## config.mk

```make
export PLATFORM = sky130hd
export DESIGN_NAME = dispatch_ctrl
export DESIGN_NICKNAME = d
export VERILOG_FILES = /design/src/rtl/dispatch_ctrl.sv
export SDC_FILE = /design/constraint.sdc
export NUM_CORES = 1
export LEC_CHECK = 0
export CAP_MARGIN = 20
export CORE_MARGIN = 5
export CORE_UTILIZATION = 35
export DETAILED_ROUTE_END_ITERATION = 10
export PLACE_DENSITY_LB_ADDON = 0.08
export SLEW_MARGIN = 5
export SYNTH_ARGS = -nofsm -noshare
export SYNTH_HDL_FRONTEND = slang
export SYNTH_SLANG_ARGS = --single-unit
```

## constraint.sdc

```tcl
create_clock -name clk_i -period 7.2 [get_ports clk_i]
set_clock_uncertainty 0.2 [all_clocks]
set_input_delay 1.08 -clock clk_i [delete_from_list [all_inputs] [get_ports clk_i]]
set_output_delay 1.08 -clock clk_i [all_outputs]
set_load 0.05 [all_outputs]
```

## src/rtl/dispatch_ctrl.sv

```systemverilog
// Dispatch controller: checks reservation-station credits and ROB space, then issues one tagged dispatch per cycle.
// Optional stall-cycle counter is built only when DISPATCH_PERF_EN is defined.
module dispatch_ctrl #(
  parameter int RS_DEPTH    = 4,
  parameter int ROB_DEPTH   = 16,
  parameter int TAG_W       = 4,
  parameter int RECOVER_CYC = 2
) (
  input  logic             clk_i,
  input  logic             reset_i,
  input  logic             inst_valid_i,
  output logic             inst_ready_o,
  input  logic [31:0]      pc_i,
  input  logic             alu_i,
  input  logic             lsu_i,
  input  logic             mul_i,
  input  logic             br_i,
  input  logic [4:0]       prd_addr_i,
  input  logic [3:0]       rs_free_i,
  input  logic             rob_retire_i,
  input  logic             flush_i,
  output logic             dispatch_valid_o,
  output logic [3:0]       fu_sel_o,
  output logic [31:0]      pc_o,
  output logic [4:0]       prd_addr_o,
  output logic [TAG_W-1:0] rob_tag_o,
  output logic             illegal_o,
  output logic [31:0]      perf_stall_cnt_o
);

  localparam int CW = $clog2(RS_DEPTH + 1);
  localparam int RW = $clog2(ROB_DEPTH + 1);
  localparam int KW = (RECOVER_CYC > 1) ? $clog2(RECOVER_CYC) : 1;
  localparam logic [CW-1:0]    CRED_MAX  = CW'(RS_DEPTH);
  localparam logic [RW-1:0]    ROB_MAX   = RW'(ROB_DEPTH);
  localparam logic [TAG_W-1:0] TAIL_LAST = TAG_W'(ROB_DEPTH - 1);
  localparam logic [KW-1:0]    REC_LOAD  = KW'(RECOVER_CYC - 1);

  typedef enum logic {RUN, RECOVER} state_t;

  state_t           state;
  logic [KW-1:0]    rec_cnt;
  logic [CW-1:0]    credits [4];
  logic [RW-1:0]    rob_count;
  logic [TAG_W-1:0] tail;

  logic [3:0] sel;
  logic       legal;
  logic [3:0] has_credit;
  logic       credit_ok;
  logic       accept;
  logic [3:0] take;
  logic       retire_eff;

  assign sel   = {br_i, mul_i, lsu_i, alu_i};
  assign legal = (sel != 4'd0) && ((sel & (sel - 4'd1)) == 4'd0);

  always_comb begin
    has_credit = '0;
    for (int i = 0; i < 4; i++) begin
      has_credit[i] = (credits[i] != '0);
    end
  end

  // Illegal instructions need no station, so they only wait on ROB space.
  assign credit_ok    = !legal || ((sel & has_credit) != 4'd0);
  assign inst_ready_o = (state == RUN) && !flush_i && (rob_count < ROB_MAX) && credit_ok;
  assign accept       = inst_valid_i && inst_ready_o;
  assign take         = (accept && legal) ? sel : 4'd0;
  assign retire_eff   = rob_retire_i && (rob_count != '0);

  always_ff @(posedge clk_i or posedge reset_i) begin
    if (reset_i) begin
      state            <= RUN;
      rec_cnt          <= '0;
      rob_count        <= '0;
      tail             <= '0;
      for (int i = 0; i < 4; i++) begin
        credits[i] <= CRED_MAX;
      end
      dispatch_valid_o <= 1'b0;
      illegal_o        <= 1'b0;
      fu_sel_o         <= '0;
      pc_o             <= '0;
      prd_addr_o       <= '0;
      rob_tag_o        <= '0;
    end else begin
      dispatch_valid_o <= accept;
      illegal_o        <= accept && !legal;
      if (accept) begin
        fu_sel_o   <= legal ? sel : 4'd0;
        pc_o       <= pc_i;
        prd_addr_o <= prd_addr_i;
        rob_tag_o  <= tail;
      end

      // Flush wipes all speculative bookkeeping and restarts the recovery window.
      if (flush_i) begin
        state     <= RECOVER;
        rec_cnt   <= REC_LOAD;
        rob_count <= '0;
        tail      <= '0;
        for (int i = 0; i < 4; i++) begin
          credits[i] <= CRED_MAX;
        end
      end else if (state == RECOVER) begin
        if (rec_cnt == '0) begin
          state <= RUN;
        end else begin
          rec_cnt <= rec_cnt - KW'(1);
        end
      end else begin
        for (int i = 0; i < 4; i++) begin
          if (take[i] && !rs_free_i[i]) begin
            credits[i] <= credits[i] - CW'(1);
          end else if (!take[i] && rs_free_i[i] && (credits[i] != CRED_MAX)) begin
            credits[i] <= credits[i] + CW'(1);
          end
        end
        rob_count <= rob_count + RW'(accept) - RW'(retire_eff);
        if (accept) begin
          tail <= (tail == TAIL_LAST) ? '0 : tail + TAG_W'(1);
        end
      end
    end
  end

`ifdef DISPATCH_PERF_EN
  logic [31:0] stall_cnt;

  // Counts cycles where decode had work but was held off; flush leaves it alone.
  always_ff @(posedge clk_i or posedge reset_i) begin
    if (reset_i) begin
      stall_cnt <= '0;
    end else if (inst_valid_i && !inst_ready_o && (stall_cnt != 32'hFFFF_FFFF)) begin
      stall_cnt <= stall_cnt + 32'd1;
    end
  end

  assign perf_stall_cnt_o = stall_cnt;
`else
  assign perf_stall_cnt_o = 32'd0;
`endif

endmodule
```

==> reports/metrics.csv, run 1 <==
metric,value,unit
syn2layout_area_growth,32.03,%
drt-wirelength-per-cell,14.93,microns
final.period_utilization,65.75,%
count_of_pins_on_the_block_boundary,130,
first_global_vias,2746,
synth_instances,317,
io_buffer_count,97,
worstSetupPathType,input pin to output port,
finalNetCount,476,
power-per-cell-area,311.7,nW/um^2
post-dp-hpwl,5854,microns
final_max_slew_viol_count,0,
post_synth_edffs,0,
route.vias.total,2625,
rows,37,
diodes,0,
syn-mean-instance-area,11.63,sq um
arrival_worst_endpoint,3.45,ns
cts.reportedPaths.clkPinSlew,0.08,ns
fillerInstances,984,
netlist.top_cell.by_area,sky130_fd_sc_hd__dfrtp_1,
synth_mux_area_share,14.73,%
numCtsBuffers,9,
seq_area_frac_synth,47.64,%
core,10320,sq um
post_cts.resized_instances,0,
min_period,4.734,ns
cts_max_path_buffers,2,
slew_headroom,39.20,%
yosys.area_share.adder,5.090,%
number_of_warning_messages_in_the_yosys_log,0,
synthTopCellsByCount,"66 x sky130_fd_sc_hd__dfrtp_1, 34 x sky130_fd_sc_hd__buf_4, 28 x sky130_fd_sc_hd__mux2_2, 20 x sky130_fd_sc_hd__nor2_1, 15 x sky130_fd_sc_hd__inv_1",
dpl.cell_count,539,
drcViolationCount,0,
critical_path.endpoint_type,output port,
finalSetupViolCount,0,
finalHoldViolations,0,
cts_tree,done,
power,1.518,mW
cts_htree_levels,3,
fin_util,47.16,%
gpl.final_weighted_congestion,0.7802,
tightest_slew,0.9119,ns
totalNegativeSetupSlack,0,ns
run_status,completed,
clock_sinks,70,
netlist-cell-type-count,48,
worst_setup_start_kind,input pin,
grt_use_total,13.23,%
grt_first_pass_wirelength,13720,microns
post_cts_buffers,0,
ys_ff_latch,70,
vdd_ir_drop_max,0.2002,mV
route.detailed.vias_per_inst,4.738,
dominant_combinational_cell_family_by_area_after_synthesis,multiplexers,
initial_antenna_violation_count,0,
cellLeakagePower,2.093,nW
worstPathRequired,5.92,ns
die_w,112.6,microns
die_area,12690,sq um
synth-compound-area-share,9.535,%
maxCapViolCount,0,
ys.flop_type,sky130_fd_sc_hd__dfrtp_1,
clk-insertion-delay-late,0.33,ns
yosys.cell_count.top_type,sky130_fd_sc_hd__dfrtp_1,
floorplan.initialDensity,35.72,%
yosys.area_share.xor_xnor,3.088,%
dr.pass1.iters,4,
grt_max_degree,71,
fin_cells,554,
ys_top_cells_by_area,"sky130_fd_sc_hd__dfrtp_1 45%, sky130_fd_sc_hd__mux2_2 8.6%, sky130_fd_sc_hd__buf_4 6.9%, sky130_fd_sc_hd__mux2_1 4.3%, sky130_fd_sc_hd__dfstp_2 2.9%",
synthSimpleGateAreaFrac,9.976,%
ys_async_sr_fraction,100.0,%
synth.cell_area,3687,sq um
total_wirelength,8272,microns
hp-class,flop to flop,
globalRouteOverflowTotal,0,
fmax,211.2,MHz
hold_buffers,0,
drive_gt1_share,14.59,%
synth_top_cell_area_share,44.79,%
antenna_violating_nets_left,0,
unrepaired_setup_endpoints_after_global_routing,no,
worst_hold_margin,0.2750,ns
drt_first_iter_violations,93,
die_height,112.6,microns
critical_path.max_fanout,8,
cts-root-buf,sky130_fd_sc_hd__clkbuf_8,
## sequential cells by signal, indices dropped and copies added (netlist names), 4 cells and up
| signal | cells |
|---|---|
| pc_o | 32 |
| credits | 12 |
| prd_addr_o | 5 |
| rob_count | 5 |
| fu_sel_o | 4 |
| rob_tag_o | 4 |
| tail | 4 |
## kinds of logic after synthesis
family,after synthesis
AO/OA/AOI/OAI,44
XOR/XNOR,13
adder cells (fa/ha/maj),12
buffers and inverters,61
flip-flops,70
multiplexers,49
other,1
AND/OR/NAND/NOR,67
## power breakdown
group          leakage, nW  internal, mW  switching [mW]
clock               0.0948         0.168           0.152
combinational         1.12         0.237           0.435
sequential           0.879         0.477          0.0477
total                 2.09         0.883           0.635
## path summary, 6_finish.rpt
kind                                     start                         to  slack [ns]  cells past startpoint
setup / recovery                         mul_i               inst_ready_o        2.47                      6
hold / removal             rec_cnt$_DFFE_PP0P_            state$_DFF_PP0_        0.27                      1
setup reg to reg               state$_DFF_PP0_   rob_count[4]$_DFFE_PP0P_        3.50                     14
hold reg to reg            rec_cnt$_DFFE_PP0P_            state$_DFF_PP0_        0.27                      1
max in group asynchronous              reset_i        pc_o[0]$_DFFE_PP0N_        5.07                      3
min in group asynchronous              reset_i  prd_addr_o[3]$_DFFE_PP0N_        1.13                      3
## cell type report
type	count	area, sq um	share of cell area [%]
Clock buffer	10	137.6	2.827
Clock inverter	5	58.81	1.208
Inverter	16	60.06	1.234
Multi-Input combinational cell	217	1692	34.75
Sequential cell	70	1757	36.08
Tap cell	136	170.2	3.495
Timing Repair Buffer	100	993.5	20.41
## worst max-delay path, cell delays in order
cell	delay (ns)
sky130_fd_sc_hd__clkdlybuf4s50_1	0.56
sky130_fd_sc_hd__xor2_1	0.23
sky130_fd_sc_hd__o211ai_1	0.30
sky130_fd_sc_hd__a21oi_4	0.15
sky130_fd_sc_hd__nor4_1	0.26
sky130_fd_sc_hd__clkdlybuf4s50_1	0.87
## layout by cell type (no fill, tap or decap), drive strengths merged, types with 5 or more instances in the layout
master / n
a21o: 5
a21oi: 10
clkbuf: 10
clkdlybuf4s50: 97
conb: 32
dfrtp: 66
fa: 5
ha: 7
inv: 17
mux2: 42
mux2i: 7
nand2: 10
nand2b: 7
nor2: 20
o21ai: 8
xnor2: 6
xor2: 7
## routing by layer
| layer | global-route usage, % | routed length [microns] | vias to the layer above |
|---|---|---|---|
| met5 | 0 | 0 | - |
| met4 | 3.766 | 75 | 0 |
| met3 | 6.739 | 953 | 10 |
| met2 | 20.18 | 3649 | 106 |
| met1 | 16.46 | 3593 | 1277 |
| li1 | - | - | 1232 |
## through the flow
step           cell area, sq um  worst slack [ns]
2_1_floorplan              3804             2.647
3_3_place_gp               4672             2.441
3_5_place_dp               4672             2.405
4_1_cts                    4868             2.406
5_1_grt                    4868             2.308
6_report                   4868             2.466
No activity file was read; power rests on OpenSTA's default activity.
==> run 2: changes to the inputs <==
==> constraint.sdc (replaced) <==
create_clock -name clk_i -period 4.7 [get_ports clk_i]
set_clock_uncertainty 0.2 [all_clocks]
set_input_delay 0.705 -clock clk_i [delete_from_list [all_inputs] [get_ports clk_i]]
set_output_delay 0.705 -clock clk_i [all_outputs]
set_load 0.05 [all_outputs]
==> reports/metrics.csv, run 2 (synthesis results as in run 1) <==
metric,value,unit
run_status,completed,
final_max_slew_viol_count,0,
power-per-cell-area,476.8,nW/um^2
route.vias.total,2598,
worstPathRequired,3.80,ns
top_regs,"pc_o x32, credits x12",
die_area,12690,sq um
finalNetCount,478,
post-dp-hpwl,5892,microns
unrepaired_setup_endpoints_after_global_routing,no,
post_cts.resized_instances,0,
die_height,112.6,microns
fin_cells,557,
maxCapViolCount,0,
layout_commonest_cell,sky130_fd_sc_hd__clkdlybuf4s50_1,
syn2layout_area_growth,33.08,%
hp-class,flop to flop,
tightest_slew,0.8079,ns
drt-wirelength-per-cell,14.56,microns
diodes,0,
worst_setup_start_kind,input pin,
count_of_pins_on_the_block_boundary,130,
clk-insertion-delay-late,0.34,ns
cellLeakagePower,2.107,nW
critical_path.max_fanout,8,
gpl.final_weighted_congestion,0.7645,
io_buffer_count,97,
globalRouteOverflowTotal,0,
cts-root-buf,sky130_fd_sc_hd__clkbuf_8,
worstSetupPathType,input pin to output port,
grt_max_degree,48,
core,10320,sq um
total_wirelength,8112,microns
post_cts_buffers,0,
route.detailed.vias_per_inst,4.664,
critical_path.endpoint_type,output port,
grt_first_pass_wirelength,13320,microns
power,2.340,mW
cts_max_path_buffers,2,
arrival_worst_endpoint,3.11,ns
rows,37,
preCtsSetupSlack,0.3542,ns
die_w,112.6,microns
numCtsBuffers,9,
floorplan.initialDensity,35.72,%
dr.pass1.iters,4,
drt_first_iter_violations,81,
dpl.cell_count,540,
final.period_utilization,85.51,%
min_period,4.019,ns
layout_common_cells,"97 x sky130_fd_sc_hd__clkdlybuf4s50_1, 66 x sky130_fd_sc_hd__dfrtp_1, 32 x sky130_fd_sc_hd__conb_1",
final.setup.worst_slack,0.6809,ns
largest-register,pc_o,
hold_buffers,0,
slew_headroom,46.01,%
antenna_violating_nets_left,0,
totalNegativeSetupSlack,0,ns
largest_register_ff_count,32,
worst_hold_margin,0.2854,ns
vdd_ir_drop_max,0.2973,mV
fmax,248.8,MHz
initial_antenna_violation_count,0,
drcViolationCount,0,
cts.reportedPaths.clkPinSlew,0.08,ns
cts_tree,done,
final_design_area_no_fill,4907,sq um
drive_gt1_share,15.20,%
finalSetupViolCount,0,
first_global_vias,2727,
finalHoldViolations,0,
grt_use_total,12.76,%
clock_sinks,70,
placed_area,4679,sq um
area_occupied_by_multi_input_gates,1692,sq um
fin_util,47.53,%
seqCellArea,1757,sq um
cts_htree_levels,3,
fillerInstances,986,
run 2: worst max-delay path, cell delays in order:
cell                              delay, ns
sky130_fd_sc_hd__clkdlybuf4s50_1       0.57
sky130_fd_sc_hd__xor2_1                0.21
sky130_fd_sc_hd__o211ai_1              0.32
sky130_fd_sc_hd__a21oi_4               0.15
sky130_fd_sc_hd__nor4_1                0.28
sky130_fd_sc_hd__clkdlybuf4s50_1       0.87
run 2: final timing paths:
check	cells after the start	slack, ns	start	to
max	6	0.68	br_i	inst_ready_o
min	1	0.29	rec_cnt$_DFFE_PP0P_	rec_cnt$_DFFE_PP0P_
max reg2reg	16	1.07	credits[1]$_DFFE_PP0P_	rob_count[4]$_DFFE_PP0P_
min reg2reg	1	0.29	rec_cnt$_DFFE_PP0P_	rec_cnt$_DFFE_PP0P_
max in group asynchronous	4	2.99	reset_i	credits[5]$_DFFE_PP1P_
min in group asynchronous	2	0.39	reset_i	pc_o[2]$_DFFE_PP0N_
run 2: layout make-up:
| type | instances | area share [%] |
|---|---|---|
| Clock buffer | 10 | 2.805 |
| Clock inverter | 6 | 1.428 |
| Inverter | 16 | 1.224 |
| Multi-Input combinational cell | 217 | 34.47 |
| Sequential cell | 70 | 35.80 |
| Tap cell | 136 | 3.468 |
| Timing Repair Buffer | 102 | 20.81 |
run 2: report_power, final:
part,internal (mW),switching (mW),leakage (nW),total [mW]
Combinational,0.366,0.671,1.13,1.04
Sequential,0.731,0.0694,0.879,0.801
Clock,0.262,0.240,0.0951,0.502
Total,1.36,0.980,2.11,2.34
run 2: per-layer routing:
layer / global-route usage [%] / share of wire (%) / up-vias / routed length (microns)
met5: 0 / 0 / - / 0
met4: 2.163 / 0.57 / 0 / 46
met3: 7.224 / 12 / 6 / 959
met2: 19.59 / 44 / 98 / 3577
met1: 15.94 / 44 / 1254 / 3529
li1: - / - / 1240 / -
==> run 3: changes to the inputs <==
--- a/config.mk
+++ b/config.mk
@@ -8,6 +8,7 @@
 export CAP_MARGIN = 20
 export CORE_MARGIN = 5
 export CORE_UTILIZATION = 35
+export CTS_CLUSTER_DIAMETER = 60
 export DETAILED_ROUTE_END_ITERATION = 10
 export PLACE_DENSITY_LB_ADDON = 0.08
 export SLEW_MARGIN = 5
==> constraint.sdc (replaced) <==
create_clock -name clk_i -period 4.83 [get_ports clk_i]
set_clock_uncertainty 0.2 [all_clocks]
set_input_delay 0.7245 -clock clk_i [delete_from_list [all_inputs] [get_ports clk_i]]
set_output_delay 0.7245 -clock clk_i [all_outputs]
set_load 0.05 [all_outputs]
==> reports/metrics.csv, run 3 (synthesis results as in run 1) <==
metric,value,unit
timing.critical_path.max_delay_family,buffers and inverters,
fin_util,47.50,%
hold_buffers,0,
worst-r2r-setup-slack,1.24,ns
power-per-cell-area,472.9,nW/um^2
finalHoldViolations,0,
worstSetupPathType,input pin to output port,
fin_cells,556,
final_max_slew_viol_count,0,
area_occupied_by_multi_input_gates,1692,sq um
largest-register,pc_o,
core,10320,sq um
cts_htree_levels,3,
route.detailed.vias_per_inst,4.673,
grt_first_pass_wirelength,13160,microns
total_wirelength,8032,microns
post_cts_buffers,0,
totalNegativeSetupSlack,0,ns
finalSetupViolCount,0,
finalNetCount,477,
crit_path_max_incr_delay,0.87,ns
drive_gt1_share,14.76,%
run_status,completed,
numCtsBuffers,9,
cts_tree,done,
worst_setup_start_kind,input pin,
cp-startpoint,mul_i,
rows,37,
floorplan.initialDensity,35.72,%
top_regs,"pc_o x32, credits x12",
gpl.final_weighted_congestion,0.7648,
drt_first_iter_violations,69,
grt_use_total,12.78,%
critical_path.slowest_cell,sky130_fd_sc_hd__clkdlybuf4s50_1,
crit_path_frequent_cell,sky130_fd_sc_hd__clkdlybuf4s50_1,
cts.reportedPaths.clkPinSlew,0.07,ns
critical_path.reg2reg.endpoint,rob_count[4]$_DFFE_PP0P_,
largest_register_ff_count,32,
post_cts.resized_instances,0,
io_buffer_count,97,
unrepaired_setup_endpoints_after_global_routing,no,
fillerInstances,965,
initial_antenna_violation_count,0,
final_design_area_no_fill,4903,sq um
r2r-start,credits[1]$_DFFE_PP0P_,
diodes,0,
worstPathRequired,3.91,ns
seqCellArea,1757,sq um
syn2layout_area_growth,32.98,%
critical_path.max_fanout,8,
maxCapViolCount,0,
grt_max_degree,48,
vdd_ir_drop_max,0.2432,mV
antenna_violating_nets_left,0,
post-dp-hpwl,5832,microns
fmax,247.5,MHz
worst_hold_stages,1,
critical_path_buf_inv_count,2,
cts_max_path_buffers,2,
dpl.cell_count,540,
layout_commonest_cell,sky130_fd_sc_hd__clkdlybuf4s50_1,
list_of_cells_traversed_by_the_critical_path,"clkdlybuf4s50_1, xor2_1, o211ai_1, a21oi_4, nor4_1, clkdlybuf4s50_1",
worstSetupEndpoint,inst_ready_o,
cts-root-buf,sky130_fd_sc_hd__clkbuf_8,
clock_sinks,70,
final.period_utilization,83.64,%
placed_area,4679,sq um
min_period,4.040,ns
cell_depth_of_the_worst_flop_to_flop_path,16,
slew_headroom,49.16,%
hp-class,flop to flop,
timing.critical_path.depth,6,
dr.pass1.iters,4,
cellLeakagePower,2.105,nW
route.vias.total,2598,
globalRouteOverflowTotal,0,
first_global_vias,2737,
arrival_worst_endpoint,3.12,ns
drt-wirelength-per-cell,14.45,microns
layout_common_cells,"97 x sky130_fd_sc_hd__clkdlybuf4s50_1, 66 x sky130_fd_sc_hd__dfrtp_1, 32 x sky130_fd_sc_hd__conb_1",
die_w,112.6,microns
die_area,12690,sq um
drcViolationCount,0,
tightest_slew,0.7606,ns
count_of_pins_on_the_block_boundary,130,
die_height,112.6,microns
critical_path.endpoint_type,output port,
clk-insertion-delay-late,0.34,ns
run 3: layout make-up:
class / count / area share [%]
repair buffers: 101 / 20.41
inverters: 16 / 1.225
flip-flops and latches: 70 / 35.83
clock buffers: 11 / 2.883
well taps: 136 / 3.470
clock inverters: 5 / 1.684
multi-input cells: 217 / 34.50
run 3: per-layer routing:
layer	vias up	global-route usage [%]	routed length, microns
li1	1239	-	-
met1	1262	15.34	3508
met2	93	19.43	3514
met3	4	7.385	948
met4	0	3.846	60
met5	-	0	0
run 3: report_power, final:
group          total [mW]  leakage [nW]  internal (mW)  switching [mW]
clock network       0.534         0.102          0.305           0.229
logic                1.01          1.12          0.354           0.651
registers           0.780         0.879          0.712          0.0677
total                2.32          2.10           1.37           0.947
run 3: worst register-to-register path, delay by kind of cell (launching register included):
| family | cells | cell delay [ns] |
|---|---|---|
| xor+xnor | 1 | 0.13 |
| fa+ha+maj | 3 | 0.77 |
| flops | 1 | 0.46 |
| simple gates | 4 | 0.56 |
| compound gates | 5 | 1.12 |
| buf+inv | 3 | 0.21 |
run 3: worst min-delay path by stage:
stage | startpoint | endpoint | slack [ns]
after CTS | rec_cnt$_DFFE_PP0P_ | state$_DFF_PP0_ | 0.28
after global placement | rec_cnt$_DFFE_PP0P_ | rec_cnt$_DFFE_PP0P_ | 0.27
after detailed placement | rec_cnt$_DFFE_PP0P_ | state$_DFF_PP0_ | 0.26
final | rec_cnt$_DFFE_PP0P_ | state$_DFF_PP0_ | 0.29
after global routing | prd_addr_o[1]$_DFFE_PP0N_ | prd_addr_o[1]$_DFFE_PP0N_ | 0.31
after floorplan | rec_cnt$_DFFE_PP0P_ | rec_cnt$_DFFE_PP0P_ | 0.25
run 3: through the flow:
| stage | hold slack, ns | power (mW) | worst slack [ns] |
|---|---|---|---|
| 5_1_grt | 0.3060 | 2.433 | 0.6505 |
| 4_1_cts | 0.2836 | 2.350 | 0.7257 |
| 3_3_place_gp | 0.2667 | 1.798 | 0.5567 |
| 6_report | 0.2854 | 2.319 | 0.7902 |
| 3_5_place_dp | 0.2650 | 1.803 | 0.4636 |
| 2_1_floorplan | 0.2505 | 1.478 | 0.8269 |
